==> src/rtl/feature_classifier_pkg.sv <==
`default_nettype none
// ============================================================================
// Package  : feature_classifier_pkg
// Brief    : Shared widths, constants and FSM encoding for the classifier.
// Revision : 1.0
// ============================================================================
package feature_classifier_pkg;

    localparam int FEAT_W     = 8;
    localparam int WGT_W      = 8;
    localparam int BIAS_W     = 16;
    localparam int ACC_W      = 20;
    localparam int NUM_FEAT   = 8;
    localparam int MARGIN_W   = 8;
    localparam int MARGIN_SAT = 255;

    typedef enum logic [2:0] {
        ST_IDLE  = 3'd0,
        ST_FETCH = 3'd1,
        ST_MAC   = 3'd2,
        ST_CMP   = 3'd3,
        ST_DONE  = 3'd4
    } state_t;

endpackage
`default_nettype wire

==> src/rtl/classifier_argmax.sv <==
`default_nettype none
// ============================================================================
// Module   : classifier_argmax
// Brief    : Running best/second-best score tracker with saturated margin.
// Revision : 1.0
// ============================================================================
module classifier_argmax
    import feature_classifier_pkg::*;
#(
    parameter int NUM_CLASSES = 4,
    parameter int CLS_W       = 2
) (
    input  logic                    clk,
    input  logic                    rst,
    input  logic                    upd,
    input  logic                    first,
    input  logic [CLS_W-1:0]        cls,
    input  logic signed [ACC_W-1:0] acc,
    output logic [CLS_W-1:0]        best_id_nxt,
    output logic signed [ACC_W-1:0] best_nxt,
    output logic [MARGIN_W-1:0]     margin_nxt
);

    localparam logic signed [ACC_W-1:0] C_MOST_NEG = {1'b1, {(ACC_W-1){1'b0}}};

    logic [CLS_W-1:0]        r_best_id;
    logic signed [ACC_W-1:0] r_best;
    logic signed [ACC_W-1:0] r_second;
    logic signed [ACC_W-1:0] w_second_nxt;

    // Strict '>' on best keeps the lower class index on ties.
    always_comb begin
        best_id_nxt  = r_best_id;
        best_nxt     = r_best;
        w_second_nxt = r_second;
        if (upd) begin
            if (first) begin
                best_id_nxt  = cls;
                best_nxt     = acc;
                w_second_nxt = C_MOST_NEG;
            end else if (acc > r_best) begin
                best_id_nxt  = cls;
                best_nxt     = acc;
                w_second_nxt = r_best;
            end else if (acc > r_second) begin
                w_second_nxt = acc;
            end
        end
    end

    always_ff @(posedge clk) begin
        if (rst) begin
            r_best_id <= '0;
            r_best    <= '0;
            r_second  <= '0;
        end else if (upd) begin
            r_best_id <= best_id_nxt;
            r_best    <= best_nxt;
            r_second  <= w_second_nxt;
        end
    end

    generate
        if (NUM_CLASSES == 1) begin : g_single
            assign margin_nxt = MARGIN_W'(MARGIN_SAT);
        end else begin : g_multi
            logic [ACC_W:0] w_diff;
            assign w_diff = {best_nxt[ACC_W-1], best_nxt}
                          - {w_second_nxt[ACC_W-1], w_second_nxt};
            assign margin_nxt = (w_diff > (ACC_W+1)'(MARGIN_SAT))
                              ? MARGIN_W'(MARGIN_SAT) : w_diff[MARGIN_W-1:0];
        end
    endgenerate

endmodule
`default_nettype wire

==> src/rtl/feature_classifier.sv <==
`default_nettype none
// ============================================================================
// Module   : feature_classifier
// Brief    : Fetches 8 features, scores each class linearly, reports argmax.
// Revision : 1.0
// ============================================================================
module feature_classifier
    import feature_classifier_pkg::*;
#(
    parameter int NUM_CLASSES = 4,
    parameter int CLS_W       = 2
) (
    input  logic             clk,
    input  logic             rst,
    input  logic             start,
    output logic [2:0]       feat_addr,
    input  logic [7:0]       feat_in,
    input  logic             w_we,
    input  logic [CLS_W+2:0] w_addr,
    input  logic [7:0]       w_data,
    input  logic             b_we,
    input  logic [CLS_W-1:0] b_addr,
    input  logic [15:0]      b_data,
    output logic             busy,
    output logic             done,
    output logic [CLS_W-1:0] class_id,
    output logic [19:0]      class_score,
    output logic [7:0]       margin
);

    state_t r_state;
    state_t w_state_nxt;

    logic [3:0]              r_cnt;
    logic [CLS_W-1:0]        r_cls;
    logic [2:0]              r_feat_addr;
    logic [FEAT_W-1:0]       r_feat [NUM_FEAT];
    logic signed [WGT_W-1:0] r_w    [NUM_CLASSES][NUM_FEAT];
    logic signed [BIAS_W-1:0] r_b   [NUM_CLASSES];
    logic signed [ACC_W-1:0] r_acc;
    logic [CLS_W-1:0]        r_class_id;
    logic [ACC_W-1:0]        r_class_score;
    logic [MARGIN_W-1:0]     r_margin;

    logic                    w_busy;
    logic                    w_done;
    logic                    w_last_cls;
    logic                    w_coef_ok;
    logic [CLS_W-1:0]        w_wcls;
    logic signed [16:0]      w_prod;
    logic signed [ACC_W-1:0] w_acc_base;
    logic [CLS_W-1:0]        w_best_id_nxt;
    logic signed [ACC_W-1:0] w_best_nxt;
    logic [MARGIN_W-1:0]     w_margin_nxt;

    assign w_last_cls = (r_cls == CLS_W'(NUM_CLASSES - 1));
    assign w_coef_ok  = (r_state == ST_IDLE);
    assign w_wcls     = w_addr[CLS_W+2:3];

    always_ff @(posedge clk) begin
        if (rst) r_state <= ST_IDLE;
        else     r_state <= w_state_nxt;
    end

    always_comb begin
        w_state_nxt = r_state;
        w_busy      = 1'b1;
        w_done      = 1'b0;
        case (r_state)
            ST_IDLE: begin
                w_busy = 1'b0;
                if (start) w_state_nxt = ST_FETCH;
            end
            ST_FETCH: if (r_cnt == 4'd8) w_state_nxt = ST_MAC;
            ST_MAC:   if (r_cnt == 4'd7) w_state_nxt = ST_CMP;
            ST_CMP:   w_state_nxt = w_last_cls ? ST_DONE : ST_MAC;
            ST_DONE: begin
                w_done      = 1'b1;
                w_state_nxt = ST_IDLE;
            end
            default:  w_state_nxt = ST_IDLE;
        endcase
    end

    assign busy = w_busy;
    assign done = w_done;

    // Phase counter restarts on every state change.
    always_ff @(posedge clk) begin
        if (rst || r_state == ST_IDLE || r_state != w_state_nxt) r_cnt <= '0;
        else                                                   r_cnt <= r_cnt + 4'd1;
    end

    always_ff @(posedge clk) begin
        if (rst || r_state == ST_IDLE)          r_cls <= '0;
        else if (r_state == ST_CMP && !w_last_cls) r_cls <= r_cls + CLS_W'(1);
    end

    // Address leads capture by one cycle; the sweep parks at 7.
    always_ff @(posedge clk) begin
        if (rst || (r_state == ST_IDLE && start)) r_feat_addr <= '0;
        else if (r_state == ST_FETCH && r_feat_addr != 3'd7)
            r_feat_addr <= r_feat_addr + 3'd1;
    end

    assign feat_addr = r_feat_addr;

    always_ff @(posedge clk) begin
        if (rst) begin
            for (int i = 0; i < NUM_FEAT; i++) r_feat[i] <= '0;
        end else if (r_state == ST_FETCH && r_cnt != 4'd0) begin
            r_feat[3'(r_cnt - 4'd1)] <= feat_in;
        end
    end

    always_ff @(posedge clk) begin
        if (rst) begin
            for (int c = 0; c < NUM_CLASSES; c++) begin
                r_b[c] <= '0;
                for (int k = 0; k < NUM_FEAT; k++) r_w[c][k] <= '0;
            end
        end else if (w_coef_ok) begin
            if (w_we && int'(w_wcls) < NUM_CLASSES)
                r_w[w_wcls][w_addr[2:0]] <= w_data;
            if (b_we && int'(b_addr) < NUM_CLASSES)
                r_b[b_addr] <= b_data;
        end
    end

    // Feature is zero-extended so the 9x8 product stays signed.
    assign w_prod     = $signed({1'b0, r_feat[r_cnt[2:0]]}) * r_w[r_cls][r_cnt[2:0]];
    assign w_acc_base = (r_cnt == 4'd0)
                      ? {{(ACC_W-BIAS_W){r_b[r_cls][BIAS_W-1]}}, r_b[r_cls]}
                      : r_acc;

    always_ff @(posedge clk) begin
        if (rst)                    r_acc <= '0;
        else if (r_state == ST_MAC) r_acc <= w_acc_base + {{(ACC_W-17){w_prod[16]}}, w_prod};
    end

    classifier_argmax #(
        .NUM_CLASSES (NUM_CLASSES),
        .CLS_W       (CLS_W)
    ) u_argmax (
        .clk         (clk),
        .rst         (rst),
        .upd         (r_state == ST_CMP),
        .first       (r_cls == '0),
        .cls         (r_cls),
        .acc         (r_acc),
        .best_id_nxt (w_best_id_nxt),
        .best_nxt    (w_best_nxt),
        .margin_nxt  (w_margin_nxt)
    );

    // Result registers load on the final compare so they are valid with done.
    always_ff @(posedge clk) begin
        if (rst) begin
            r_class_id    <= '0;
            r_class_score <= '0;
            r_margin      <= '0;
        end else if (r_state == ST_CMP && w_last_cls) begin
            r_class_id    <= w_best_id_nxt;
            r_class_score <= w_best_nxt;
            r_margin      <= w_margin_nxt;
        end
    end

    assign class_id    = r_class_id;
    assign class_score = r_class_score;
    assign margin      = r_margin;

endmodule
`default_nettype wire

==> config.mk <==
export PLATFORM = sky130hd
export DESIGN_NAME = feature_classifier
export DESIGN_NICKNAME = d
export VERILOG_FILES = /design/src/rtl/feature_classifier_pkg.sv /design/src/rtl/classifier_argmax.sv /design/src/rtl/feature_classifier.sv
export SDC_FILE = /design/constraint.sdc
export NUM_CORES = 1
export LEC_CHECK = 0
export ABC_CLOCK_PERIOD_IN_PS = 12400
export CORE_UTILIZATION = 50
export CTS_CLUSTER_SIZE = 24
export DETAILED_ROUTE_END_ITERATION = 16
export PLACE_DENSITY = 0.73
export REMOVE_ABC_BUFFERS = 1
export SLEW_MARGIN = 0
export SYNTH_ARGS = -nofsm -noshare
export SYNTH_HDL_FRONTEND = slang
export SYNTH_HIERARCHICAL = 1
export SYNTH_SLANG_ARGS = --single-unit
==> constraint.sdc <==
create_clock -name clk -period 12.4 [get_ports clk]
set_clock_uncertainty 0.1 [all_clocks]
set_input_delay 1.86 -clock clk [delete_from_list [all_inputs] [get_ports clk]]
set_output_delay 1.86 -clock clk [all_outputs]
set_load 0.03 [all_outputs]
# After elaboration in Yosys (flattened, before gate mapping)
# Memories as Yosys holds them, arrays and structs flattened. A register that Yosys moved wholly into a read port is not among the register bits.
# Cells that the tools add are included.
dict set report totals {
  regBits 104
  ram_bits 384
  inputBits 44
  output_inout_bits 35
  mem_count 3
}
dict set report classes {
  addsub 6
  n_mul 1
  magnitude_cmp 6
  n_eq_ne 9
  muxes 51
  bitwise 2
  n_reduce_logical 17
}
# memory words word_bits read_ports rd_ports_with_merged_regs wr line_no
set mem_list {}
lappend mem_list {r_w 4 64 1 1 4 feature_classifier.sv:38} ;# logic signed [WGT_W-1:0] r_w [NUM_CLASSES][NUM_FEAT];
lappend mem_list {r_b 4 16 1 1 4 feature_classifier.sv:39} ;# logic signed [BIAS_W-1:0] r_b [NUM_CLASSES];
lappend mem_list {r_feat 8 8 1 1 8 feature_classifier.sv:37} ;# logic [FEAT_W-1:0] r_feat [NUM_FEAT];
# operator count
set ops {}
lappend ops {{$mux 64} 3}
lappend ops {{$mux 20} 8}
lappend ops {{$reduce_or 64->1} 1}
lappend ops {{$gt 20x20->1} 2}
lappend ops {{$mux 8} 5}
lappend ops {{$bmux 8 s3} 1}
lappend ops {{$demux 8 s3} 1}
lappend ops {{$gt 21x8->1 const B} 1}
lappend ops {{$sub 20x20->21} 1}
lappend ops {{$add 20x20->20} 1}
lappend ops {{$mux 2} 9}
lappend ops {{$mux 3} 6}
lappend ops {{$mul 9x8->17} 1}
lappend ops {{$mux 1} 16}
lappend ops {{$mux 16} 1}
lappend ops {{$reduce_or 16->1} 1}
lappend ops {{$pmux 3 s4} 1}
lappend ops {{$ge 4x4->1 const B} 2}
lappend ops {{$not 3->4} 2}
lappend ops {{$reduce_or 8->1} 1}
lappend ops {{$eq 3x2->1 const B} 2}
lappend ops {{$logic_and 1x1->1} 6}
lappend ops {{$add 4x1->4 const B} 1}
lappend ops {{$eq 4x3->1 const B} 1}
lappend ops {{other kinds (16)} 18}

# Logic depth before layout (Yosys ltp)
dict set report depth {
  ltp_word 8
  ltp_mapped 31
}

# Cells and area by module
# Netlist, hierarchy kept.
# mod n_inst cells_per_inst area_each_um2
set by_module_without_submodules {}
lappend by_module_without_submodules {feature_classifier 1 1768 23248.5}
lappend by_module_without_submodules {classifier_argmax 1 604 4634.4}

# Least setup slack after synthesis
# No wires, ideal clock.
dict set report synth_path {
  kind {flip-flop to flip-flop}
  startpoint {reg (tool-made name)}
  endpoint {reg r_acc[19]}
  setup_ps 74
  arrival_ps 7158
  required_time_ps 12226
  slack_ps 5067
  stages_incl_launch_ff 30
  n_path_buf 3
  cell_sequence {dfxtp_1 -> clkbuf_1 -> clkbuf_1 -> mux4_2 -> mux4_2 -> mux2i_4 -> nor2_1 -> fa_1 -> fa_1 -> fa_1 -> inv_1 -> fa_1 -> inv_1 -> ha_1 -> o21a_1 -> o21ai_0 -> nand2b_1 -> a41oi_1 -> o21bai_1 -> a21oi_1 -> xnor2_1 -> ha_1 -> buf_2 -> o21a_1 -> o221a_2 -> or3b_2 -> nand2b_1 -> o221a_2 -> xnor2_1 -> o21ai_0}
}
# element line_no
set synth_rtl {}
lappend synth_rtl {{to (signal assigned)} feature_classifier.sv:138} ;# else if (r_state == ST_MAC) r_acc <= w_acc_base + {{(ACC_W-17){w_prod[16]}}, w_prod};
lappend synth_rtl {{to (decl)} feature_classifier.sv:40} ;# logic signed [ACC_W-1:0] r_acc;

==> results.yml <==
run_status:
  status: "complete, no violations"
route:
  wl_per_cell_um: 21.3
  firstDrtPassIters: 7
  vias_per_cell: 5.79
  ant_nets: 0
  remaining_drc_errors: 0
  drt_first_iter_violations: 1731
  route.vias.total: 18600
  drt_wl_total_mm: 68.7
timing:
  setup_viol: 0
  finalCriticalPeriod_ns: 8.90
  slew_headroom: 0.136
  hold_ws_ns: 0.356
  slew_viol_final: 0
  post-route-period-util: 0.718
  finalSetupTns_ns: 0
  fmaxAchievable_mhz: 112
  rsz0062_at_grt: "false"
  hold_violations: 0
  worstMarginPinSlew_ns: 1.29
synthesis:
  syn-cell-area_um2: 27900
  synth_top_area_cell: "edfxtp_1"
  synth-warning-count: 6
  ys_ff_latch: 490
  synthCells: 2372
  seq_area_frac_synth: 0.490
  synth_commonest_cells: "and2_1, edfxtp_1, nor2_1"
  yosys.cell_types.count: 92
  synth_edf_count: 384
  synth_area_per_cell_um2: 11.8
  ys.flop_type: "edfxtp_1"
  yosysTopAreaCellShare: 0.414
  synthArstFlopShare: 0
  synthTopCellsByArea: "edfxtp_1, mux4_2, and2_1"
  synth.most_common_cell: "and2_1"
grt:
  grt_pass1_vias: 18900
  overflow: 0
  grt_max_degree: 96
  antenna_found_initial: 0
  track_usage: 0.247
  grt_pass1_wl_mm: 108
critical_path:
  slowest_delay_ns: 0.97
  r2r_end: "r_acc[19]"
  rrSetupSlack_ns: 3.50
  cp_max_fo: 49
  crit_arrival_ns: 9.33
  crit_type: "reg -> reg"
  reg2reg_depth: 28
  cp_slowest_cell: "dfxtp_4"
  cp-start-kind: "flip-flop"
  endpoint_kind: "flip-flop"
  cp.required_ns: 12.82
power_and_ir_drop:
  leakagePower_nw: 11.9
  p_total_mw: 3.95
  pwr_density_cell_nw_per_um2: 126
  vdd_drop_max_v: 0.000101
finish:
  fin_nets: 2633
  diodes: 0
  layout-drive-gt1-share: 0.138
  fin_util: 0.567
  syn_to_final_growth_pct: 12.1
  fin_area_um2: 31300
clock_tree:
  cts-buffers-inserted: 53
  cts_root_buf: "clkbuf_16"
  ctsResizeCount: 0
  postCtsSetupRepairBufs: 0
  cts_buffer_depth: 3
  cts_tree: "built"
  clk_pin_slew_ns: 0.06
  h-tree-depth: 2
  clkSinkCount: 490
  clk_latency_ns: 0.60
  hold_buffers: 0
floorplan:
  ios: 79
  die_h_um: 238
  dieWidth_um: 238
  start_util: 0.506
  die_area_um2: 56700
  core_um2: 55100
  rows: 86
place:
  gp_congestion: 0.951
  placed_cell_area_um2: 29400
  io_buffers: 78
  hpwlAfterDp_mm: 49.3
min_path:
  min_from: "margin[5]"
  hp-class: "reg -> reg"
  min_to: "margin[5]"
  min_path_cells: 2
run:
  cap_violations: 0
[power by group]
part | leakage, nW | switching [mW] | internal, mW
registers | 4.86 | 0.0192 | 1.82
logic | 6.11 | 0.258 | 0.166
clock network | 0.904 | 0.675 | 1.02
total | 11.9 | 0.952 | 3.00
[worst max-delay path: cells and delay by family, from the launching register on]
family | cells | cell delay [ns]
xor+xnor | 2 | 0.60
mux | 3 | 1.41
fa+ha+maj | 7 | 2.55
compound gates | 7 | 1.45
flops | 1 | 0.97
buf+inv | 5 | 0.82
simple gates | 4 | 0.83
[routing by layer]
layer | track usage | wire length [µm] | share of wire
met1 | 0.305 | 27400 | 0.40
met3 | 0.0339 | 3390 | 0.049
met2 | 0.435 | 35200 | 0.51
met5 | 0 | 0 | 0
met4 | 0.0998 | 2650 | 0.039
[logic make-up (layout without fill, tap and decap cells)]
logic type	count (synthesis)	in the layout	synth area share
AND/OR/NAND/NOR	953	953	0.186
XOR/XNOR	37	37	0.0119
adder cells (fa/ha/maj)	165	165	0.0842
multiplexers	175	175	0.118
AO/OA/AOI/OAI	305	305	0.0744
buffers and inverters	247	348	0.0358
flip-flops	490	490	0.490
[layout make-up]
type,instances,area [µm²]
clock buffers,60,1400
inverters,141,529
multi-input cells,1635,13300
flip-flops and latches,490,13700
clock inverters,40,468
repair buffers,107,996
well taps,748,936
fillers,4508,23800
[flip-flops by register name, summed over array words and instances, names as in the netlist, 8 cells and up, named ones only]
name	cells
margin	8
u_argmax/r_second	20
r_b	64
r_feat	64
r_acc	20
class_score	20
u_argmax/r_best	20
r_w	256
[how the worst max path moves through the flow]
| stage | from | end | slack, ns |
|---|---|---|---|
| 4_1_cts | flip-flop | r_acc[19] | 3.41 |
| 3_5_place_dp | flip-flop | r_acc[19] | 3.43 |
| 2_1_floorplan | flip-flop | r_acc[19] | 2.26 |
| 6_report | flip-flop | r_acc[19] | 3.50 |
| 3_3_place_gp | flip-flop | r_acc[19] | 3.61 |
| 5_1_grt | flip-flop | r_acc[19] | 2.84 |
[through the flow]
step	std cells	setup slack, ns
global route	3221	2.84
global placement	3121	3.61
CTS	3221	3.41
detailed placement	3121	3.43
floorplan	2266	2.26
finish	3221	3.50
[cell usage in the layout (no fill, tap or decap), types with 77 or more instances in the layout]
| cell type | n |
|---|---|
| a21oi_1 | 100 |
| and2_1 | 392 |
| clkdlybuf4s50_1 | 77 |
| dfxtp_1 | 103 |
| edfxtp_1 | 384 |
| ha_1 | 122 |
| inv_1 | 138 |
| mux4_2 | 112 |
| nand2_1 | 158 |
| nor2_1 | 168 |
Note: power is estimated with default switching activity, not from simulation.
